## config.mk

```make
export PLATFORM = sky130hd
export DESIGN_NAME = lsu_flat
export DESIGN_NICKNAME = d
export VERILOG_FILES = /design/src/rtl/lsu_pkg.sv /design/src/rtl/lsu_if.sv /design/src/rtl/lsu_align.sv /design/src/rtl/lsu.sv /design/src/flat_wrapper.sv
export SDC_FILE = /design/constraint.sdc
export NUM_CORES = 1
export LEC_CHECK = 0
export CAP_MARGIN = 10
export CORE_MARGIN = 2
export CORE_UTILIZATION = 48
export CTS_BUF_LIST = sky130_fd_sc_hd__clkbuf_4 sky130_fd_sc_hd__clkbuf_8
export DETAILED_ROUTE_END_ITERATION = 7
export PLACE_DENSITY = 0.86
export RECOVER_POWER = 25
export SYNTH_ARGS = -nofsm -noshare
export SYNTH_HDL_FRONTEND = slang
export SYNTH_SLANG_ARGS = --single-unit
```

## constraint.sdc

```tcl
create_clock -name clk -period 5.45 [get_ports clk]
set_input_delay 1.3625 -clock clk [delete_from_list [all_inputs] [get_ports clk]]
set_output_delay 1.3625 -clock clk [all_outputs]
set_load 0.01 [all_outputs]
```

## src/rtl/lsu_pkg.sv

```systemverilog
// Shared LSU definitions: DMType access codes, FSM state encoding, byte-enable
// constants and small decode helpers used by the control path and lane aligner.
package lsu_pkg;

  localparam logic [2:0] DM_WORD   = 3'b000;
  localparam logic [2:0] DM_HALF   = 3'b001;
  localparam logic [2:0] DM_HALF_U = 3'b010;
  localparam logic [2:0] DM_BYTE   = 3'b011;
  localparam logic [2:0] DM_BYTE_U = 3'b100;

  localparam logic [3:0] BE_WORD    = 4'b1111;
  localparam logic [3:0] BE_HALF_LO = 4'b0011;
  localparam logic [3:0] BE_HALF_HI = 4'b1100;
  localparam logic [3:0] BE_BYTE0   = 4'b0001;

  typedef enum logic [2:0] {S_IDLE, S_ISSUE, S_RDWAIT, S_RESP, S_ERR} state_e;

  typedef enum logic [1:0] {SZ_WORD, SZ_HALF, SZ_BYTE} size_e;

  // Unused codes 101-111 fall through to word.
  function automatic size_e dm_size(input logic [2:0] dm);
    case (dm)
      DM_HALF, DM_HALF_U: return SZ_HALF;
      DM_BYTE, DM_BYTE_U: return SZ_BYTE;
      default:            return SZ_WORD;
    endcase
  endfunction

  function automatic logic dm_signed(input logic [2:0] dm);
    return (dm == DM_HALF) || (dm == DM_BYTE);
  endfunction

  // Address offset bits that are meaningful for the access size.
  function automatic logic [1:0] offset_mask(input logic [2:0] dm);
    case (dm_size(dm))
      SZ_HALF: return 2'b10;
      SZ_BYTE: return 2'b11;
      default: return 2'b00;
    endcase
  endfunction

  function automatic logic misaligned(input logic [2:0] dm, input logic [1:0] off);
    return (off & ~offset_mask(dm)) != 2'b00;
  endfunction

endpackage

```

## src/rtl/lsu_if.sv

```systemverilog
// LSU bus bundle: CPU request/response channel plus the word-addressed memory port.
interface lsu_if;
  logic        req_valid;
  logic        req_ready;
  logic        req_we;
  logic [2:0]  req_dmtype;
  logic [31:0] req_addr;
  logic [31:0] req_wdata;
  logic        rsp_valid;
  logic [31:0] rsp_rdata;
  logic        rsp_err;
  logic        mem_en;
  logic        mem_we;
  logic [3:0]  mem_be;
  logic [29:0] mem_addr;
  logic [31:0] mem_wdata;
  logic        mem_ready;
  logic [31:0] mem_rdata;

  modport slave (
    input  req_valid, req_we, req_dmtype, req_addr, req_wdata, mem_ready, mem_rdata,
    output req_ready, rsp_valid, rsp_rdata, rsp_err,
    output mem_en, mem_we, mem_be, mem_addr, mem_wdata
  );

  modport master (
    output req_valid, req_we, req_dmtype, req_addr, req_wdata, mem_ready, mem_rdata,
    input  req_ready, rsp_valid, rsp_rdata, rsp_err,
    input  mem_en, mem_we, mem_be, mem_addr, mem_wdata
  );
endinterface

```

## src/rtl/lsu_align.sv

```systemverilog
// Combinational lane steering: byte enables and replicated store data, plus
// lane extraction and sign/zero extension of load data.
module lsu_align
  import lsu_pkg::*;
(
  input  logic [2:0]  dmtype,
  input  logic [1:0]  offset,
  input  logic [31:0] wdata,
  input  logic [31:0] rdata,
  output logic [3:0]  be,
  output logic [31:0] wdata_lane,
  output logic [31:0] rdata_ext
);

  logic [15:0] half_v;
  logic [7:0]  byte_v;

  always_comb begin
    be         = BE_WORD;
    wdata_lane = wdata;
    rdata_ext  = rdata;
    half_v     = offset[1] ? rdata[31:16] : rdata[15:0];
    case (offset)
      2'd0:    byte_v = rdata[7:0];
      2'd1:    byte_v = rdata[15:8];
      2'd2:    byte_v = rdata[23:16];
      default: byte_v = rdata[31:24];
    endcase
    case (dm_size(dmtype))
      SZ_HALF: begin
        be         = offset[1] ? BE_HALF_HI : BE_HALF_LO;
        wdata_lane = {2{wdata[15:0]}};
        rdata_ext  = dm_signed(dmtype) ? {{16{half_v[15]}}, half_v} : {16'h0, half_v};
      end
      SZ_BYTE: begin
        be         = BE_BYTE0 << offset;
        wdata_lane = {4{wdata[7:0]}};
        rdata_ext  = dm_signed(dmtype) ? {{24{byte_v[7]}}, byte_v} : {24'h0, byte_v};
      end
      default: ;
    endcase
  end

endmodule

```

## src/rtl/lsu.sv

```systemverilog
// Load/store unit: one outstanding access, IDLE -> ISSUE -> (RDWAIT) -> RESP.
// Define LSU_MISALIGN_TRAP_EN to trap misaligned accesses instead of masking them.
module lsu
  import lsu_pkg::*;
(
  input logic  clk,
  input logic  reset,
  lsu_if.slave bus
);

  state_e      state;
  logic        we_q;
  logic [2:0]  dm_q;
  logic [31:0] addr_q;
  logic [31:0] wdata_q;
  logic        mem_en_q;
  logic        rsp_valid_q;
  logic        rsp_err_q;
  logic [31:0] rdata_q;

  logic        trap;
  logic [31:0] addr_in;
  logic [3:0]  be;
  logic [31:0] wdata_lane;
  logic [31:0] rdata_ext;

`ifdef LSU_MISALIGN_TRAP_EN
  assign trap    = misaligned(bus.req_dmtype, bus.req_addr[1:0]);
  assign addr_in = bus.req_addr;
`else
  assign trap    = 1'b0;
  assign addr_in = {bus.req_addr[31:2], bus.req_addr[1:0] & offset_mask(bus.req_dmtype)};
`endif

  lsu_align u_align (
    .dmtype     (dm_q),
    .offset     (addr_q[1:0]),
    .wdata      (wdata_q),
    .rdata      (bus.mem_rdata),
    .be         (be),
    .wdata_lane (wdata_lane),
    .rdata_ext  (rdata_ext)
  );

  always_ff @(posedge clk) begin
    if (reset) begin
      state       <= S_IDLE;
      we_q        <= 1'b0;
      dm_q        <= '0;
      addr_q      <= '0;
      wdata_q     <= '0;
      mem_en_q    <= 1'b0;
      rsp_valid_q <= 1'b0;
      rsp_err_q   <= 1'b0;
      rdata_q     <= '0;
    end else begin
      rsp_valid_q <= 1'b0;
      rsp_err_q   <= 1'b0;
      case (state)
        S_IDLE: if (bus.req_valid) begin
          we_q    <= bus.req_we;
          dm_q    <= bus.req_dmtype;
          addr_q  <= addr_in;
          wdata_q <= bus.req_wdata;
          if (trap) begin
            state       <= S_ERR;
            rsp_valid_q <= 1'b1;
            rsp_err_q   <= 1'b1;
            rdata_q     <= '0;
          end else begin
            state    <= S_ISSUE;
            mem_en_q <= 1'b1;
          end
        end
        S_ISSUE: if (bus.mem_ready) begin
          mem_en_q <= 1'b0;
          if (we_q) begin
            state       <= S_RESP;
            rsp_valid_q <= 1'b1;
            rdata_q     <= '0;
          end else begin
            state <= S_RDWAIT;
          end
        end
        // Read data is only valid in the cycle after the read was accepted.
        S_RDWAIT: begin
          rdata_q     <= rdata_ext;
          rsp_valid_q <= 1'b1;
          state       <= S_RESP;
        end
        default: state <= S_IDLE;
      endcase
    end
  end

  assign bus.req_ready = (state == S_IDLE) && !reset;
  assign bus.rsp_valid = rsp_valid_q;
  assign bus.rsp_err   = rsp_err_q;
  assign bus.rsp_rdata = rdata_q;
  assign bus.mem_en    = mem_en_q;
  assign bus.mem_we    = mem_en_q & we_q;
  assign bus.mem_be    = mem_en_q ? be : '0;
  assign bus.mem_addr  = addr_q[31:2];
  assign bus.mem_wdata = wdata_lane;

endmodule
```

## src/flat_wrapper.sv

```systemverilog
// flat-port wrapper written by rule: the top's interface ports become plain ports
module lsu_flat import lsu_pkg::*;
  (clk, reset, bus_req_valid, bus_req_we, bus_req_dmtype, bus_req_addr, bus_req_wdata, bus_mem_ready, bus_mem_rdata, bus_req_ready, bus_rsp_valid, bus_rsp_rdata, bus_rsp_err, bus_mem_en, bus_mem_we, bus_mem_be, bus_mem_addr, bus_mem_wdata);
  lsu_if bus_i ();
  input logic clk;
  input logic reset;
  input wire logic [$bits(bus_i.req_valid)-1:0] bus_req_valid;
  input wire logic [$bits(bus_i.req_we)-1:0] bus_req_we;
  input wire logic [$bits(bus_i.req_dmtype)-1:0] bus_req_dmtype;
  input wire logic [$bits(bus_i.req_addr)-1:0] bus_req_addr;
  input wire logic [$bits(bus_i.req_wdata)-1:0] bus_req_wdata;
  input wire logic [$bits(bus_i.mem_ready)-1:0] bus_mem_ready;
  input wire logic [$bits(bus_i.mem_rdata)-1:0] bus_mem_rdata;
  output wire logic [$bits(bus_i.req_ready)-1:0] bus_req_ready;
  output wire logic [$bits(bus_i.rsp_valid)-1:0] bus_rsp_valid;
  output wire logic [$bits(bus_i.rsp_rdata)-1:0] bus_rsp_rdata;
  output wire logic [$bits(bus_i.rsp_err)-1:0] bus_rsp_err;
  output wire logic [$bits(bus_i.mem_en)-1:0] bus_mem_en;
  output wire logic [$bits(bus_i.mem_we)-1:0] bus_mem_we;
  output wire logic [$bits(bus_i.mem_be)-1:0] bus_mem_be;
  output wire logic [$bits(bus_i.mem_addr)-1:0] bus_mem_addr;
  output wire logic [$bits(bus_i.mem_wdata)-1:0] bus_mem_wdata;
  assign bus_i.req_valid = bus_req_valid;
  assign bus_i.req_we = bus_req_we;
  assign bus_i.req_dmtype = bus_req_dmtype;
  assign bus_i.req_addr = bus_req_addr;
  assign bus_i.req_wdata = bus_req_wdata;
  assign bus_i.mem_ready = bus_mem_ready;
  assign bus_i.mem_rdata = bus_mem_rdata;
  assign bus_req_ready = bus_i.req_ready;
  assign bus_rsp_valid = bus_i.rsp_valid;
  assign bus_rsp_rdata = bus_i.rsp_rdata;
  assign bus_rsp_err = bus_i.rsp_err;
  assign bus_mem_en = bus_i.mem_en;
  assign bus_mem_we = bus_i.mem_we;
  assign bus_mem_be = bus_i.mem_be;
  assign bus_mem_addr = bus_i.mem_addr;
  assign bus_mem_wdata = bus_i.mem_wdata;
  lsu u_core (.clk(clk), .reset(reset), .bus(bus_i));
endmodule
```

Yosys cells after proc, flatten, opt, wreduce, memory -nomap -nowiden
Index checks and enable logic that the tools add are counted.

word-level totals
  flip-flop bits (word level) = 105
  output and inout port bits = 103

operators by class
  equality and inequality tests = 19
  shift-type cells = 1
  mux-type cells = 25
  bitwise gates (word level) = 2
  reductions and logical operators = 15

operators with widths
  operator             count
  $pmux 32 s2          3
  $mux 32              4
  $pmux 8 s3           1
  $mux 16              1
  $eq 3x2->1 const B   5
  $pmux 2 s2           3
  $eq 3x1->1 const B   3
  $pmux 3 s3           1
  $mux 4               2
  $pmux 4 s2           1
  $reduce_or 2->1      4
  $eq 2x1->1 const B   3
  $eq 2x2->1 const B   3
  $eq 3x3->1 const B   2
  $mux 3               2
  $reduce_and 3->1     2
  $mux 1               5
  $ne 2x2->1 const B   2
  $pmux 1 s2           2
  $reduce_and 2->1     2
  $reduce_bool 2->1    2
  $shl 1x2->4 const A  1
  $logic_not 3->1      1
  $and 2x2->2          1
  other kinds (6)      6

Longest topological paths before layout
Gate-level depths: netlist of the first run.

  word-level depth = 6
  gate-level depth with buffers = 10
  gate-level depth less buffers = 8

Cells and area by module
Synthesis of the first run repeated with hierarchy kept, for this count alone.

second synthesis, totals
  cell total of the unflattened synthesis = 659
  area total of the unflattened synthesis = 5383.9 µm²

modules (own cells, without submodules)
  module     instances  cells an instance  area each (µm²)  sequential area each (µm²)
  lsu        1          447                3957.5           2082.0
  lsu_align  1          212                1426.4           0.0

Least setup slack after synthesis of the first run
No wires, ideal clock.

  path kind = flip-flop to output port
  start = register u_core.dm_q[2]
  end = output bus_mem_wdata[21]
  arrival = 2.084 ns
  slack = 2.003 ns
  stages on the path, launching flop included = 11
  buffers on the path = 4
  cell sequence = dfxtp_1 inv_1 or3_1 o21ai_0 ha_1 buf_2 clkbuf_1 buf_2 buf_1 nand2_1 o21ai_0

between the ends
  word-level cells in the longest chain between the ends = 5
  elaborated cells between the ends (all ways) = 10
  those cells by class = eq/ne (6); mux (2); reduce/logical (2)

RTL lines
  element                                          RTL line            RTL
  start, declared                                  lsu.sv:13           logic [2:0] dm_q;
  start signal, assigned                           lsu.sv:62           dm_q <= bus.req_dmtype;
  $eq 3x2->1, or another cell as far along         lsu_pkg.sv:22       case (dm)
  $reduce_or 2->1                                  lsu_pkg.sv:22
  $pmux 2 s2 (*)                                   lsu_pkg.sv:22
  $eq 2x2->1 / $eq 2x1->1 (equally long branches)  lsu_align.sv:29     case (dm_size(dmtype))
  $pmux 32 s2 (*)                                  lsu_align.sv:29
  end, declared                                    flat_wrapper.sv:22  output wire logic [$bits(bus_i.mem_wdata)-1:0] bus_mem_wdata;

Every way passes the cells marked *; elsewhere a longest branch is shown, timed or not.

Worst setup path after layout of the first run
  start = register u_core.dm_q[2]
  end = output bus_mem_be[2]

between the ends
  word-level cells in the longest chain between the ends = 6
  elaborated cells between the ends (all ways) = 11
  those cells by class = eq/ne (6); mux (3); reduce/logical (2)

RTL lines
  element                                          RTL line            RTL
  $eq 3x2->1, or another cell as far along         lsu_pkg.sv:22
  $reduce_or 2->1                                  lsu_pkg.sv:22
  $pmux 2 s2 (*)                                   lsu_pkg.sv:22
  $eq 2x2->1 / $eq 2x1->1 (equally long branches)  lsu_align.sv:29
  $pmux 4 s2 (*)                                   lsu_align.sv:29
  $mux 4 (*)                                       lsu.sv:102          assign bus.mem_be = mem_en_q ? be : '0;
  end, declared                                    flat_wrapper.sv:20  output wire logic [$bits(bus_i.mem_be)-1:0] bus_mem_be;

Marked as above.

==> flow_metrics.py, run 1 <==
metrics = {
    "finish": {
        "area.growth.synth_to_final_pct": 39.7,
        "final_common_cell": "clkdlybuf4s50_1",
        "diodes": 0,
        "drive_gt1_frac": 0.0578,
        "stdcell_count": 914,
        "utilization": 0.688,
        "fin_nets": 884,
        "final_cell_mix": "clkdlybuf4s50_1 (186), nand2_1 (185), dfxtp_1 (104)",
    },
    "critical_path": {
        "worstPathCellList": "inv_1 > or3_1 > o21ai_0 > ha_2 > nor2b_1 > nor2_1 > nor2b_1 > o21a_1 > clkdlybuf4s50_1",
        "r2r_cells": 8,
        "crit_fanout": 14,
        "reg2reg_to": "u_core.bus.rsp_rdata[21]",
        "slowest_delay_ns": 0.55,
        "worst_setup_path_start_kind": "flip-flop",
        "crit_type": "flip-flop to output pin",
        "crit_slowest_cell": "nor2b_1",
        "worst-endpoint-required_ns": 4.09,
        "cp-end-kind": "output pin",
        "cpMostUsedCell": "nor2b_1",
        "r2r-start": "u_core.dm_q[2]",
        "cp.arrival_ns": 3.15,
        "ff2ff_setup_slack_ns": 2.11,
    },
    "die": {
        "dieHeight_um": 107,
        "coreArea_sq_um": 10300,
        "die-area_sq_um": 11400,
        "start_util": 0.492,
        "pin_count": 207,
        "fp-row-count": 37,
        "die_w_um": 107,
    },
    "detailed_routing": {
        "ant_nets": 0,
        "post_drt_wl_per_cell_um": 15.4,
        "vias": 4855,
        "wirelength_um": 14100,
        "firstDrtPassIters": 4,
        "avgViaCountPerCell": 5.31,
        "drcViolationCount": 0,
        "drtIter0Drc": 306,
    },
    "global_route": {
        "grt_pass1_wl_um": 22600,
        "grt_usage": 0.243,
        "overflow": 0,
        "grt_max_degree": 75,
        "grt_pass1_vias": 4762,
        "antenna_found_initial": 0,
    },
    "pwr": {
        "peakVddDrop_uv": 205,
        "powerDensity_nw_per_um2": 407,
        "power.leakage_uw": 0.00263,
    },
    "hold_path": {
        "hp-start": "u_core.addr_q[12]",
        "min_to": "u_core.addr_q[12]",
        "hold_depth": 2,
        "hp-class": "flip-flop to flip-flop",
    },
    "placed_design": {
        "hpwl_um": 10400,
        "dp_cells": 897,
        "port_buffers": 205,
        "gp_congestion": 0.993,
    },
    "timing": {
        "hold_slack_ns": 0.459,
        "min_period_over_period": 0.827,
        "fin_crit_ns": 4.51,
        "setup_violations": 0,
        "fin_skew_ns": 0.0132,
        "slew_headroom": -1.10,
        "fin_tns_setup_ns": 0,
        "slew_violations": 75,
        "report.final.hold_viol_count": 0,
        "worst_pin_slew_ns": 3.15,
        "rsz0062_at_grt": "false",
        "fmax_mhz": 222,
    },
    "synth": {
        "yosysSeqAreaShare": 0.411,
        "synth_nets": 750,
        "synthCells": 639,
        "yosysTopAreaCell": "dfxtp_1",
        "netlist_area_sq_um": 5060,
        "synth_top_family_by_area": "compound AO/OA/AOI/OAI gates",
        "synth.avg_cell_area_sq_um": 7.92,
        "synth_adder_area_share": 0.0173,
        "synth_compound_area_frac": 0.216,
        "synth_top_area_frac": 0.411,
        "yosys.area_share.xor_xnor": 0.00346,
        "ys_top_cells_by_area": "dfxtp_1 (41%), nand2_1 (14%), a21oi_1 (7.9%)",
        "ys_ff_latch": 104,
        "synth.area.mux_share": 0.0396,
        "yosysWarnings": 0,
        "synth_simple_gate_area_frac": 0.211,
        "synth_cell_types": 38,
    },
    "clocking": {
        "ctsHtreeMaxLevel": 3,
        "clock_path_buffers": 2,
        "tritoncts": "done",
        "cts_hold_buffers": 0,
        "clk_latency_ns": 0.37,
        "cts_num_sinks": 104,
        "post_cts_resized": 0,
        "path_clk_slew_ns": 0.11,
        "post-cts-setup-buffer-count": 0,
        "numCtsBuffers": 9,
        "cts.root.buffer_cell": "clkbuf_8",
    },
    "run_status": {
        "status": "finished with violations",
        "violations": "capacitance limit, slew limit",
    },
    "flow_run": {
        "drv_cap": 1,
    },
}
worst max path at each step:
stage,end,start,cells past startpoint,slack (ns)
6_report,bus_mem_be[2],u_core.dm_q[2],9,0.94
5_1_grt,u_core.bus.rsp_rdata[7],reset,5,0.69
4_1_cts,bus_mem_be[2],u_core.dm_q[2],9,0.90
3_5_place_dp,bus_mem_be[2],u_core.dm_q[2],9,1.35
3_3_place_gp,bus_mem_be[2],u_core.dm_q[2],9,1.43
2_1_floorplan,bus_mem_wdata[21],u_core.dm_q[2],10,2.00
synth_stat cells:
cell type and number:
nand3b_1 1, a32o_1 16, buf_4 40, dfxtp_1 104, or3_1 1, inv_1 6
buf_1 9, or2_2 2, mux2i_1 2, a22o_1 24, o21a_1 4, o21bai_1 1
a22oi_1 9, nand3_1 1, a22oi_2 1, xor2_1 2, nor3b_1 1, nor2_1 9
and2_1 3, and4b_1 1, conb_1 1, a31oi_1 1, o21ai_0 26, nand2_1 186
a21oi_1 80, a221oi_2 1, nor4bb_1 1, a211oi_1 1, buf_2 5, a21boi_0 1
clkbuf_1 32, buf_6 1, a311oi_1 1, a2111oi_4 1, ha_1 7, nor2b_1 7
mux2_2 16, nand2b_1 34
kinds of logic (layout without fill, tap and decap cells):
kind of cell / count (synthesis) / count (layout)
other: 1 / 1
xor gates and xnor gates: 2 / 2
and+or+nand+nor: 247 / 247
AOI/OAI and AO/OA: 167 / 167
muxes: 18 / 18
adders and majority gates: 7 / 7
buffers and inverters: 93 / 232
DFF: 104 / 104
worst max-delay path, delay by kind of cell (launching register included):
kind | cells | cell delay, ns
AO/OA/AOI/OAI | 2 | 0.24
adder cells (fa/ha/maj) | 1 | 0.39
buffers and inverters | 2 | 0.60
flip-flops | 1 | 0.40
AND/OR/NAND/NOR | 4 | 1.15
area by class of cell:
| type | count | area (sq um) |
|---|---|---|
| clock buffers | 9 | 124 |
| clock inverters | 7 | 87.6 |
| fillers | 852 | 3210 |
| inverters | 6 | 22.5 |
| multi-input cells | 442 | 2490 |
| flip-flops and latches | 104 | 2080 |
| well taps | 136 | 170 |
| repair buffers | 210 | 2090 |
registers in the layout, summed over array words and instances (netlist names):
signal / count
u_core.addr_q: 32
u_core.bus.mem_en: 1
u_core.bus.rsp_rdata: 32
u_core.bus.rsp_valid: 1
u_core.dm_q: 3
u_core.state: 2
u_core.wdata_q: 32
u_core.we_q: 1
power breakdown:
group / switching [uW] / internal (uW) / total (uW) / leakage (uW)
Clock: 291 / 224 / 515 / 0.000102
Combinational: 704 / 620 / 1320 / 0.00168
Sequential: 124 / 917 / 1040 / 0.000849
Total: 1120 / 1760 / 2880 / 0.00263
per-stage QoR:
| step | total power [uW] | cell area [sq um] | worst slack [ns] |
|---|---|---|---|
| 2_1_floorplan | 1880 | 5060 | 2.00 |
| 3_3_place_gp | 2330 | 6840 | 1.43 |
| 6_report | 2880 | 7070 | 0.940 |
| 5_1_grt | 3070 | 7070 | 0.685 |
| 3_5_place_dp | 2380 | 6840 | 1.35 |
| 4_1_cts | 2900 | 7050 | 0.895 |
per-layer routing:
metal  up-vias  GRT usage  part of all wire
met2       177      0.418              0.49
met4         0     0.0751             0.022
li1       2378          -                 -
met1      2276      0.287              0.41
met3        24     0.0778             0.076
met5         -          0                 0
No activity file was read; power rests on OpenSTA's default activity.
==> inputs of run 2 (changes only) <==
--- a/config.mk
+++ b/config.mk
@@ -7,10 +7,10 @@
 export LEC_CHECK = 0
 export CAP_MARGIN = 10
 export CORE_MARGIN = 2
-export CORE_UTILIZATION = 48
+export CORE_UTILIZATION = 40
 export CTS_BUF_LIST = sky130_fd_sc_hd__clkbuf_4 sky130_fd_sc_hd__clkbuf_8
 export DETAILED_ROUTE_END_ITERATION = 7
-export PLACE_DENSITY = 0.86
+export PLACE_DENSITY = 0.76
 export RECOVER_POWER = 25
 export SYNTH_ARGS = -nofsm -noshare
 export SYNTH_HDL_FRONTEND = slang
==> constraint.sdc (replaced) <==
create_clock -name clk -period 4 [get_ports clk]
set_input_delay 1 -clock clk [delete_from_list [all_inputs] [get_ports clk]]
set_output_delay 1 -clock clk [all_outputs]
set_load 0.01 [all_outputs]
==> flow_metrics.py, run 2 (synthesis results as in run 1) <==
metrics = {
    "run_status": {
        "status": "finished with violations",
        "violations": "capacitance limit, slew limit",
    },
    "placed_design": {
        "pre_cts_ws_ns": 0.466,
        "port_buffers": 205,
        "gp_congestion": 0.895,
        "hpwl_um": 10700,
        "place_area_sq_um": 6940,
    },
    "die": {
        "fp-row-count": 41,
        "die-area_sq_um": 13600,
        "pin_count": 207,
        "die_w_um": 116,
        "dieHeight_um": 116,
        "coreArea_sq_um": 12500,
        "start_util": 0.406,
    },
    "clocking": {
        "clock_path_buffers": 2,
        "numCtsBuffers": 9,
        "path_clk_slew_ns": 0.09,
        "cts_hold_buffers": 0,
        "cts_num_sinks": 104,
        "tritoncts": "done",
        "ctsHtreeMaxLevel": 3,
        "clk_latency_ns": 0.36,
        "cts.root.buffer_cell": "clkbuf_8",
    },
    "critical_path": {
        "crit_type": "flip-flop to output pin",
        "worst-endpoint-required_ns": 3.00,
        "crit_slowest_cell": "clkdlybuf4s50_1",
        "r2r_cells": 10,
        "cpMostUsedCell": "nor2_1",
        "ff2ff_setup_slack_ns": 1.09,
        "worst_setup_path_start_kind": "flip-flop",
        "slowest_delay_ns": 0.53,
        "r2r-start": "u_core.dm_q[2]",
        "worstPathCellList": "inv_1 > or3_1 > o21ai_0 > ha_2 > and2_2 > nor2_1 > nor2_1 > o21a_1 > clkdlybuf4s50_1",
        "cp-end-kind": "output pin",
        "reg2reg_to": "u_core.bus.rsp_rdata[24]",
        "crit_fanout": 10,
        "cp.arrival_ns": 2.73,
    },
    "timing": {
        "report.final.hold_viol_count": 0,
        "fin_crit_ns": 3.73,
        "slew_headroom": -0.00103,
        "setup_violations": 0,
        "slew_violations": 42,
        "fin_tns_setup_ns": 0,
        "hold_slack_ns": 0.457,
        "min_period_over_period": 0.932,
        "fmax_mhz": 268,
        "worst_pin_slew_ns": 1.50,
        "setup_ws_ns": 0.273,
        "fin_skew_ns": 0.0107,
        "rsz0062_at_grt": "false",
    },
    "finish": {
        "drive_gt1_frac": 0.0736,
        "fin_nets": 894,
        "final_area_sq_um": 7150,
        "area.growth.synth_to_final_pct": 41.3,
        "final_cell_mix": "nand2_1 (185), clkdlybuf4s50_1 (159), dfxtp_1 (104)",
        "final_common_cell": "nand2_1",
        "diodes": 0,
    },
    "detailed_routing": {
        "wirelength_um": 14700,
        "firstDrtPassIters": 5,
        "drcViolationCount": 0,
        "drtIter0Drc": 355,
        "avgViaCountPerCell": 5.12,
        "post_drt_wl_per_cell_um": 15.3,
        "vias": 4916,
        "ant_nets": 0,
    },
    "global_route": {
        "grt_max_degree": 74,
        "grt_usage": 0.214,
        "grt_pass1_vias": 4690,
        "overflow": 0,
        "grt_pass1_wl_um": 23000,
        "antenna_found_initial": 0,
    },
    "hold_path": {
        "hp-start": "u_core.addr_q[22]",
        "min_to": "u_core.addr_q[22]",
        "hold_depth": 2,
        "hp-class": "flip-flop to flip-flop",
    },
    "pwr": {
        "peakVddDrop_uv": 242,
        "powerDensity_nw_per_um2": 542,
        "power.leakage_uw": 0.00275,
        "p_total_uw": 3880,
    },
    "flow_run": {
        "drv_cap": 1,
    },
}
-- run 2: changes by cell type in the layout (fill, tap and decap cells not counted), sizes merged --
cell           change
buf                +9
clkdlybuf4s50     -27
clkbuf             +6
bufinv             -1
inv                -4
dlygate4sd3       +27
-- run 2: worst max-delay path by stage --
stage               slack, ns      startpoint           endpoint
floorplan                0.92  u_core.dm_q[2]  bus_mem_wdata[21]
finish                   0.27  u_core.dm_q[2]      bus_mem_be[1]
global placement         0.55  u_core.dm_q[2]      bus_mem_be[3]
global route             0.05  u_core.dm_q[2]      bus_mem_be[3]
CTS                      0.03  u_core.dm_q[2]      bus_mem_be[1]
detailed placement       0.47  u_core.dm_q[2]      bus_mem_be[1]
-- run 2: area by class of cell --
cell class	instances	area, sq um
Clock buffer	14	168
Clock inverter	2	15.0
Fill cell	1149	5310
Inverter	6	22.5
Multi-Input combinational cell	442	2490
Sequential cell	104	2080
Tap cell	172	215
Timing Repair Buffer	220	2160
-- run 2: power by group --
part | leakage [uW] | total (uW) | internal (uW) | switching, uW
sequential | 0.000849 | 1400 | 1250 | 154
combinational | 0.00181 | 1850 | 846 | 1010
clock | 0.0000906 | 624 | 273 | 351
total | 0.00275 | 3880 | 2370 | 1510
-- run 2: critical path, delay by kind of cell, from the launching register on --
family	cells	cell delay, ns
flops	1	0.40
compound gates	2	0.24
buf+inv	2	0.61
simple gates	4	0.79
fa+ha+maj	1	0.33
-- run 2: what timing repair did --
item	4_1_cts	5_1_grt
resized for setup	0	2
setup endpoints to repair	0	17
setup buffers	0	4
-- run 2: stage by stage --
| step | std cells | util |
|---|---|---|
| 2_1_floorplan | 639 | - |
| 3_3_place_gp | 940 | 0.557 |
| 3_5_place_dp | 940 | 0.557 |
| 4_1_cts | 956 | 0.571 |
| 5_1_grt | 960 | 0.574 |
| 6_report | 960 | 0.574 |
-- run 2: routing by layer --
metal	track usage	vias to the layer above	part of all wire
li1	-	2402	-
met1	0.254	2261	0.40
met5	0	-	0
met2	0.360	220	0.47
met3	0.0654	33	0.095
met4	0.0937	0	0.029
==> inputs of run 3 (changes only) <==
--- a/config.mk
+++ b/config.mk
@@ -5,13 +5,14 @@
 export SDC_FILE = /design/constraint.sdc
 export NUM_CORES = 1
 export LEC_CHECK = 0
-export CAP_MARGIN = 10
 export CORE_MARGIN = 2
 export CORE_UTILIZATION = 40
 export CTS_BUF_LIST = sky130_fd_sc_hd__clkbuf_4 sky130_fd_sc_hd__clkbuf_8
 export DETAILED_ROUTE_END_ITERATION = 7
 export PLACE_DENSITY = 0.76
 export RECOVER_POWER = 25
+export SKIP_CTS_REPAIR_TIMING = 1
+export SLEW_MARGIN = 10
 export SYNTH_ARGS = -nofsm -noshare
 export SYNTH_HDL_FRONTEND = slang
 export SYNTH_SLANG_ARGS = --single-unit
==> results of run 3 <==
No change in the layout: final DEF, timing and power equal those of run 2.
